===== src/rtl/fifo_rd_ctrl.sv =====
// Read-side controller of the dual-clock FIFO: synchronises the Gray write pointer,
// issues registered-memory reads and streams words out through a 2-entry skid buffer.
module fifo_rd_ctrl #(
    parameter int DATA_WIDTH  = 8,
    parameter int PTR_WIDTH   = 3,
    parameter int SYNC_STAGES = 2
) (
    input  logic                  rclk,
    input  logic                  rrst,
    input  logic [PTR_WIDTH:0]    g_wptr,
    output logic [PTR_WIDTH:0]    b_rptr,
    output logic [PTR_WIDTH:0]    g_rptr,
    output logic                  r_en,
    input  logic [DATA_WIDTH-1:0] mem_rdata,
    output logic [DATA_WIDTH-1:0] rdata,
    output logic                  rvalid,
    input  logic                  rready,
    output logic                  empty,
    output logic [PTR_WIDTH:0]    rd_level
);

    localparam int PW = PTR_WIDTH + 1;

    function automatic logic [PW-1:0] gray2bin(input logic [PW-1:0] g);
        logic [PW-1:0] b;
        b[PW-1] = g[PW-1];
        for (int i = PW - 2; i >= 0; i--) begin
            b[i] = b[i+1] ^ g[i];
        end
        return b;
    endfunction

    function automatic logic [PW-1:0] bin2gray(input logic [PW-1:0] b);
        return b ^ (b >> 1);
    endfunction

    logic [PW-1:0]         sync_q [SYNC_STAGES];
    logic [PW-1:0]         g_wptr_sync;
    logic [PW-1:0]         b_rptr_q, b_rptr_d;
    logic [PW-1:0]         g_rptr_q, g_rptr_d;
    logic [1:0]            cnt_q, cnt_d;
    logic                  infl_q, infl_d;
    logic [DATA_WIDTH-1:0] buf0_q, buf0_d;
    logic [DATA_WIDTH-1:0] buf1_q, buf1_d;
    logic                  deq;
    logic [2:0]            occ_after;
    logic [1:0]            cnt_pop;

    always_ff @(posedge rclk or posedge rrst) begin
        if (rrst) begin
            for (int i = 0; i < SYNC_STAGES; i++) begin
                sync_q[i] <= '0;
            end
        end else begin
            sync_q[0] <= g_wptr;
            for (int i = 1; i < SYNC_STAGES; i++) begin
                sync_q[i] <= sync_q[i-1];
            end
        end
    end

    assign g_wptr_sync = sync_q[SYNC_STAGES-1];
    assign empty       = (g_wptr_sync == g_rptr_q);
    assign rd_level    = gray2bin(g_wptr_sync) - b_rptr_q;
    assign rvalid      = (cnt_q != 2'd0);
    assign rdata       = buf0_q;
    assign b_rptr      = b_rptr_q;
    assign g_rptr      = g_rptr_q;
    assign deq         = rvalid && rready;

    // A read is only issued if, after this cycle's dequeue, the buffer still has room for it.
    assign occ_after = {1'b0, cnt_q} + {2'b00, infl_q} - {2'b00, deq};
    assign r_en      = !empty && (occ_after < 3'd2);
    assign cnt_pop   = cnt_q - {1'b0, deq};

    always_comb begin
        b_rptr_d = b_rptr_q;
        g_rptr_d = g_rptr_q;
        infl_d   = r_en;
        buf0_d   = buf0_q;
        buf1_d   = buf1_q;
        cnt_d    = cnt_pop + {1'b0, infl_q};

        if (r_en) begin
            b_rptr_d = b_rptr_q + 1'b1;
            g_rptr_d = bin2gray(b_rptr_q + 1'b1);
        end

        // Pop first, then append the arriving word behind whatever remains.
        if (deq) begin
            buf0_d = buf1_q;
        end
        if (infl_q) begin
            if (cnt_pop == 2'd0) begin
                buf0_d = mem_rdata;
            end else begin
                buf1_d = mem_rdata;
            end
        end
    end

    always_ff @(posedge rclk or posedge rrst) begin
        if (rrst) begin
            b_rptr_q <= '0;
            g_rptr_q <= '0;
            cnt_q    <= '0;
            infl_q   <= 1'b0;
            buf0_q   <= '0;
            buf1_q   <= '0;
        end else begin
            b_rptr_q <= b_rptr_d;
            g_rptr_q <= g_rptr_d;
            cnt_q    <= cnt_d;
            infl_q   <= infl_d;
            buf0_q   <= buf0_d;
            buf1_q   <= buf1_d;
        end
    end

endmodule

===== config.mk =====
export PLATFORM = sky130hd
export DESIGN_NAME = fifo_rd_ctrl
export DESIGN_NICKNAME = d
export VERILOG_FILES = /design/src/rtl/fifo_rd_ctrl.sv
export SDC_FILE = /design/constraint.sdc
export NUM_CORES = 1
export LEC_CHECK = 0
export BUFFER_PORTS_ARGS = -buffer_cell sky130_fd_sc_hd__buf_2
export CAP_MARGIN = 20
export CORE_MARGIN = 4
export CORE_UTILIZATION = 40
export CTS_BUF_LIST = sky130_fd_sc_hd__clkbuf_4 sky130_fd_sc_hd__clkbuf_8
export DETAILED_ROUTE_END_ITERATION = 8
export GPL_TIMING_DRIVEN = 0
export REMOVE_ABC_BUFFERS = 1
export SYNTH_ARGS = -nofsm -noshare
export SYNTH_HDL_FRONTEND = slang
export SYNTH_SLANG_ARGS = --single-unit

===== constraint.sdc =====
create_clock -name rclk -period 3.3 [get_ports rclk]
set_input_delay 0.495 -clock rclk [delete_from_list [all_inputs] [get_ports rclk]]
set_output_delay 0.495 -clock rclk [all_outputs]
set_load 0.03 [all_outputs]

## Word level (Yosys, flattened, before mapping)

Cells that the tools add are included.

- Register bits after elaboration: 35
- Logic and storage cells: 30
- Latch bits: 0
- RAM bits: 0
- Bits in read-only memories: 0
- Memories kept: 0
- Output and inout bits: 23
- Input bits: 15

- Magnitude comparators: 1
- Multipliers: 0
- Reductions and logical operators: 6
- Add/sub/neg operators: 6
- Multiplexer cells: 3
- Eq/ne operators: 1
- Div/mod/pow operators: 0
- Bitwise operators: 5
- Shifts and indexed selects: 0

Operators with widths:

| cell | count |
|---|---|
| $mux W8 | 3 |
| $add A4 B1 Y4 const B | 1 |
| $eq A4 B4 Y1 | 1 |
| $sub A4 B4 Y4 | 1 |
| $xor A4 B3 Y4 | 1 |
| $add A2 B1 Y3 | 1 |
| $lt A3 B2 Y1 const B | 1 |
| $sub A3 B1 Y3 | 1 |
| $xor A1 B1 Y1 | 3 |
| $add A2 B1 Y2 | 1 |
| $logic_and A1 B1 Y1 | 2 |
| $logic_not A2 Y1 | 1 |
| $reduce_and A2 Y1 | 1 |
| $reduce_bool A2 Y1 | 1 |
| $sub A2 B1 Y2 | 1 |
| $logic_not A1 Y1 | 1 |
| $not A1 Y1 | 1 |

## Logic depth before layout (Yosys ltp)

Gate-level depths: netlist of run 1.

- Depth in word-level cells: 6
- Mapped depth: 9
- Mapped depth without buffers: 8

## Worst setup path after synthesis of run 1

OpenSTA, ideal clock, no wires.

- Kind: flip-flop to output port
- Start: reg cnt_q[1]
- End: out r_en
- Data arrival time: 2.397 ns
- Data required time: 2.805 ns
- Cell stages (with the launch flop): 9
- Setup slack: 0.408 ns
- Path buffers: 2
- Cells stage by stage: dfrtp_1 > or2_2 > clkbuf_1 > nand2_1 > nor2_1 > fa_1 > xnor2_1 > and3_4 > buf_6

- Longest elaborated chain between the ends: 5
- Elaborated cells between the ends (all ways): 6
- Classes of those cells: add/sub (2); order compare (1); reduce/logical (3)

RTL lines:

| item | RTL line | text |
|---|---|---|
| start, declared | 41 | `logic [1:0] cnt_q, cnt_d;` |
| start signal, assigned | 113 | `cnt_q <= cnt_d;` |
| $reduce_bool A2 Y1 | 65 | `assign rvalid = (cnt_q != 2'd0);` |
| via rvalid | 16 | `output logic rvalid,` |
| $logic_and A1 B1 Y1 | 69 | `assign deq = rvalid && rready;` |
| $sub A3 B1 Y3 | 72 | `assign occ_after = {1'b0, cnt_q} + {2'b00, infl_q} - {2'b00, deq};` |
| $lt A3 B2 Y1 | 73 | `assign r_en = !empty && (occ_after < 3'd2);` |
| $logic_and A1 B1 Y1 | 73 |  |
| end, declared | 13 | `output logic r_en,` |

The timed path passes the listed nets, and every way through them passes these cells.

## Worst setup path in the final report of run 1

- Start: reg cnt_q[1]
- End: out r_en

- Longest elaborated chain between the ends: 5
- Elaborated cells between the ends (all ways): 6
- Classes of those cells: add/sub (2); order compare (1); reduce/logical (3)

RTL lines:

| item | RTL line |
|---|---|
| branches (longest 2 deep; another with $add A2 B1 Y3) | n/a |
| $sub A3 B1 Y3 * | 72 |
| $lt A3 B2 Y1 * | 73 |
| $logic_and A1 B1 Y1 * | 73 |

Every way passes the cells marked *.

==> results of run 1 <==
==> cells by family after synthesis <==
logic type	count (synthesis)	share of synthesized area [%]
compound gates	12	4.06
xor+xnor	20	10.9
fa+ha+maj	7	6.41
buf+inv	12	3.52
flops	34	53.2
mux	20	14.4
simple gates	23	7.51
==> cell usage after synthesis <==
cell type                  count
sky130_fd_sc_hd__o21ai_1       1
sky130_fd_sc_hd__xor2_1       11
sky130_fd_sc_hd__o21ai_0       8
sky130_fd_sc_hd__or2_2         1
sky130_fd_sc_hd__a21oi_1       1
sky130_fd_sc_hd__buf_4         1
sky130_fd_sc_hd__clkbuf_1      2
sky130_fd_sc_hd__xnor2_1       9
sky130_fd_sc_hd__nand2_1      12
sky130_fd_sc_hd__dfrtp_1      34
sky130_fd_sc_hd__ha_1          5
sky130_fd_sc_hd__nor3b_1       1
sky130_fd_sc_hd__nor2_1        2
sky130_fd_sc_hd__buf_6         1
sky130_fd_sc_hd__fa_1          2
sky130_fd_sc_hd__mux2_4        4
sky130_fd_sc_hd__a21o_1        2
sky130_fd_sc_hd__nor2b_1       3
sky130_fd_sc_hd__or4_4         1
sky130_fd_sc_hd__and3_4        1
sky130_fd_sc_hd__nand4_1       2
sky130_fd_sc_hd__mux2_2        8
sky130_fd_sc_hd__inv_1         8
sky130_fd_sc_hd__mux2i_1       8
==> metrics by stage <==
| step | std cells | instance area, um^2 | worst slack, ns | util (%) | hold slack, ns |
|---|---|---|---|---|---|
| after floorplan | 124 | 1570 | 0.581 | - | 0.331 |
| after global placement | 209 | 1820 | 0.310 | 48.2 | 0.332 |
| after detailed placement | 210 | 1850 | 0.277 | 49.1 | 0.336 |
| after CTS | 216 | 1940 | 0.136 | 51.4 | 0.309 |
| after global routing | 216 | 1940 | 0.0139 | 51.4 | 0.305 |
| final | 216 | 1940 | 0.180 | 51.4 | 0.321 |
==> layer usage <==
metal  up-vias  track usage, %  wire [um]
li1        503               -          -
met4         0            4.38         40
met3         5            5.33        184
met5         -               0          0
met2        21            21.5       1330
met1       489            14.3       1230
==> worst max-delay path: stages (launching register included) <==
cell                      delay (ns)
sky130_fd_sc_hd__dfrtp_1        0.46
sky130_fd_sc_hd__or2_2          0.34
sky130_fd_sc_hd__nand2_2        0.24
sky130_fd_sc_hd__nor2_1         0.10
sky130_fd_sc_hd__fa_1           0.41
sky130_fd_sc_hd__xnor2_1        0.25
sky130_fd_sc_hd__and3_4         0.32
sky130_fd_sc_hd__buf_2          0.22
==> sequential cells by signal, indices dropped and copies added, names as in the netlist <==
signal       count
g_wptr_sync      4
b_rptr           4
buf1_q           8
rdata            8
g_rptr           3
sync_q           4
cnt_q            2
infl_q           1
==> final cells by class <==
class	count	area, um^2	area share (%)
sequential	34	851	43.9
multi-input combinational	82	701	36.2
timing repair buffer	38	213	11.0
clock buffer	6	82.6	4.26
tap	48	60.1	3.10
inverter	8	30.0	1.55
==> worst min-delay path by stage <==
stage	startpoint	endpoint	slack, ns	cells past startpoint
after detailed placement	sync_q[6]$_DFF_PP0_	g_wptr_sync[2]$_DFF_PP0_	0.34	0
after global placement	sync_q[4]$_DFF_PP0_	g_wptr_sync[0]$_DFF_PP0_	0.33	0
after floorplan	sync_q[4]$_DFF_PP0_	g_wptr_sync[0]$_DFF_PP0_	0.33	0
after global routing	g_wptr[3]	sync_q[7]$_DFF_PP0_	0.31	1
after CTS	g_wptr[0]	sync_q[4]$_DFF_PP0_	0.31	1
final	g_wptr[0]	sync_q[4]$_DFF_PP0_	0.32	1
==> flow_summary.toml, run 1 <==
[run_status]
run_status = "complete, no violations"

[die]
die_w_um = 71.3
design.core.area_um2 = 3770
floorplan.rows = 22
initial_core_util_pct = 42.4
fp.dieArea_um2 = 5080
die-height_um = 71.3
io_pins = 38

[timing]
final-setup-viol-count = 0
worst_slew_margin_rel_pct = 45.5
fin_setup_tns_ns = 0
hold_viol_final = 0
finalCriticalPeriod_ns = 3.12
final-max-slew-violation-count = 0
timing.clock.skew_ns = 0.00179
maxClockFrequency_ghz = 0.320
rsz_0062_raised_after_global_routing = "false"
final_min_period_over_clock_period_pct = 94.6
worst_slew_pin_slew_ns = 0.814

[cells_and_area]
layout_commonest_cell = "sky130_fd_sc_hd__buf_2"
most_used_cells_in_the_layout_excluding_fill_and_tap_cells = "sky130_fd_sc_hd__buf_2, sky130_fd_sc_hd__dfrtp_1, sky130_fd_sc_hd__xor2_1, sky130_fd_sc_hd__nand2_1, sky130_fd_sc_hd__xnor2_1"
diodes = 0
design.final.nets = 191
filler_cell_count = 356
areaGrowthSynthToFinish_pct = 21.0
drive_above_1_share_pct = 36.3

[worst_setup_path]
timing.reg2reg.setup_slack_ns = 0.75
critPathRequiredTime_ns = 2.80
worst_r2r_endpoint = "g_rptr[0]$_DFFE_PP0P_"
critPathCapture = "r_en"
critical_path_class = "register to output pin"
critPathCaptureType = "output pin"
critical_path.max_fanout = 9
worst_ep_arrival_time_ns = 2.63
critPathLaunch = "cnt_q[1]$_DFF_PP0_"
worst_r2r_path_depth = 7
worstReg2RegStart = "cnt_q[1]$_DFF_PP0_"
crit_path_start_kind = "register"

[place]
buffers_added_on_ports = 37
routabilityCongestion = 0.797
place.detailed.hpwl_um = 2140

[route]
postRouteAntennaNets = 0
detailedRoute.firstIterationViolations = 34
drc_errors = 0
vias_per_cell = 4.71
via_count = 1018
drt_first_pass_iters = 4
post_drt_wl_per_cell_um = 12.9
wl_um = 2780

[clocking]
worst_case_clock_buffer_depth = 2
tritoncts = "built"
post_cts.repair.setup_buffers = 0
clock_latency_ns = 0.27
cts-root-buf = "sky130_fd_sc_hd__clkbuf_8"
htreeDepth = 2
cts_hold_buf = 0
cts-buffers-inserted = 5
clock-sinks = 34
clock_pin_slew_worst_setup_and_hold_paths_ns = 0.06
ctsResizeCount = 1

[synth]
synth_sequential_area_ratio_pct = 53.2
syn-instance-count = 128
synth.ff_latch_count = 34
top_cells_by_area_synth = "sky130_fd_sc_hd__dfrtp_1, sky130_fd_sc_hd__xor2_1, sky130_fd_sc_hd__mux2_2"
post_synth_instance_area_um2 = 1600
synthesis.yosys.warnings = 0
post-synth-top-area-fraction_pct = 53.2
post_synth_num_cell_types = 24
synth.largest_area_cell = "sky130_fd_sc_hd__dfrtp_1"
post_synth.cell_area_avg_um2 = 12.5

[global_route]
globalRouteOverflowTotal = 0
global_route.usage.total_pct = 12.7
vias_in_the_first_global_route = 1129
global_route_wire_length_before_repair_um = 5060
number_of_antenna_violations_at_the_first_check_in_global_routing = 0
largest_net_degree_at_the_start_of_global_routing = 19

[flow_run]
timing.max_cap.violations = 0

[worst_hold_path]
min_path_type = "input port to register"
Power of run 1 is left out: the tool's default activity adds up to more than one toggle a clock period on the data nets, which glitch-free logic cannot reach.
==> run 2: changes to the inputs <==
- CORE_UTILIZATION: 40 -> 30
- clock period: 3.3 -> 3.7 ns (I/O delays scaled with it)
==> flow_summary.toml, run 2 (synthesis results as in run 1) <==
[clocking]
ctsResizeCount = 0
cts-root-buf = "sky130_fd_sc_hd__clkbuf_8"
clock_pin_slew_worst_setup_and_hold_paths_ns = 0.07
post_cts.repair.setup_buffers = 0
cts_hold_buf = 0
worst_case_clock_buffer_depth = 2
tritoncts = "built"
cts-buffers-inserted = 5
htreeDepth = 2
clock_latency_ns = 0.28
clock-sinks = 34

[global_route]
global_route.usage.total_pct = 10.2
vias_in_the_first_global_route = 1096
number_of_antenna_violations_at_the_first_check_in_global_routing = 0
globalRouteOverflowTotal = 0
global_route_wire_length_before_repair_um = 5020
largest_net_degree_at_the_start_of_global_routing = 19

[run_status]
run_status = "complete, no violations"

[timing]
worst_slew_margin_rel_pct = 46.5
final-setup-viol-count = 0
hold_slack_ns = 0.348
maxClockFrequency_ghz = 0.302
fin_setup_tns_ns = 0
rsz_0062_raised_after_global_routing = "false"
finalCriticalPeriod_ns = 3.31
final-max-slew-violation-count = 0
worst_slew_pin_slew_ns = 0.799
final_min_period_over_clock_period_pct = 89.5
hold_viol_final = 0
timing.clock.skew_ns = 0.00150

[cells_and_area]
most_used_cells_in_the_layout_excluding_fill_and_tap_cells = "sky130_fd_sc_hd__buf_2, sky130_fd_sc_hd__dfrtp_1, sky130_fd_sc_hd__nand2_1"
layout.cell_area.non_filler_um2 = 1970
design.final.nets = 191
final_util_pct = 38.4
areaGrowthSynthToFinish_pct = 23.4
layout_commonest_cell = "sky130_fd_sc_hd__buf_2"
diodes = 0
drive_above_1_share_pct = 36.5

[route]
detailroute.wirelength.met3_um = 243
drc_errors = 0
drt_first_pass_iters = 4
postRouteAntennaNets = 0
topRoutingLayerUsed = "met4"
vias_per_cell = 4.35
post_drt_wl_per_cell_um = 12.1
via_count = 1044
detailedRoute.firstIterationViolations = 49
wl_um = 2890
routedLengthMet1_um = 1260
routed-wl-met2_um = 1380

[die]
floorplan.rows = 26
io_pins = 38
initial_core_util_pct = 31.1
fp.dieArea_um2 = 6570
design.core.area_um2 = 5140
die-height_um = 81.0
die_w_um = 81.0

[place]
buffers_added_on_ports = 37
postPlaceCellArea_um2 = 1880
routabilityCongestion = 0.677
place.detailed.hpwl_um = 2160

[worst_setup_path]
critPathRequiredTime_ns = 3.14
worst_ep_arrival_time_ns = 2.76
critPathCaptureType = "output pin"
critical_path.max_fanout = 9
crit_path_start_kind = "register"
critical_path_class = "register to output pin"

[worst_hold_path]
min_path_type = "register to register"

[flow_run]
timing.max_cap.violations = 0
-- run 2: cell types whose count changed in the layout (fill, tap and decap cells not counted) --
cell | before | now
sky130_fd_sc_hd__clkinv_2 | 0 | 1
sky130_fd_sc_hd__clkbuf_4 | 0 | 1
sky130_fd_sc_hd__nand2_1 | 11 | 12
sky130_fd_sc_hd__nand2_2 | 1 | 0
-- run 2: critical path: stages, from the launching register on --
cell and delay (ns):
sky130_fd_sc_hd__dfrtp_1 0.47, sky130_fd_sc_hd__or2_2 0.34, sky130_fd_sc_hd__nand2_1 0.37, sky130_fd_sc_hd__nor2_1 0.12
sky130_fd_sc_hd__fa_1 0.42, sky130_fd_sc_hd__xnor2_1 0.23, sky130_fd_sc_hd__and3_4 0.30, sky130_fd_sc_hd__buf_2 0.22
-- run 2: layout make-up --
| type | instances | area, um^2 |
|---|---|---|
| clock buffers | 7 | 90.1 |
| clock inverters | 1 | 5.00 |
| inverters | 8 | 30.0 |
| well taps | 70 | 87.6 |
| multi-input cells | 82 | 698 |
| fillers | 519 | 3170 |
| flip-flops and latches | 34 | 851 |
| repair buffers | 38 | 213 |
-- run 2: path summary, 6_finish.rpt --
path | from | to | slack [ns] | cells after the start
worst max-delay path | cnt_q[1]$_DFF_PP0_ | r_en | 0.39 | 7
worst min-delay path | sync_q[6]$_DFF_PP0_ | g_wptr_sync[2]$_DFF_PP0_ | 0.35 | 0
worst max register to register | cnt_q[1]$_DFF_PP0_ | g_rptr[2]$_DFFE_PP0P_ | 1.02 | 7
worst min register to register | sync_q[6]$_DFF_PP0_ | g_wptr_sync[2]$_DFF_PP0_ | 0.35 | 0
max in group asynchronous | rrst | buf1_q[6]$_DFFE_PP0P_ | 2.78 | 3
min in group asynchronous | rrst | g_wptr_sync[1]$_DFF_PP0_ | 0.39 | 2
-- run 2: layer usage --
metal  vias up  global-route usage, %
met2        32                   15.8
met4         0                   3.55
met5         -                      0
met3         2                   4.21
met1       504                   12.7
li1        506                      -
-- run 2: per-stage QoR --
step           worst slack [ns]  cells
5_1_grt                   0.170    240
2_1_floorplan             0.921    124
4_1_cts                   0.303    240
3_5_place_dp              0.623    232
6_report                  0.387    240
3_3_place_gp              0.645    231
Power of run 2 is left out for the same reason.
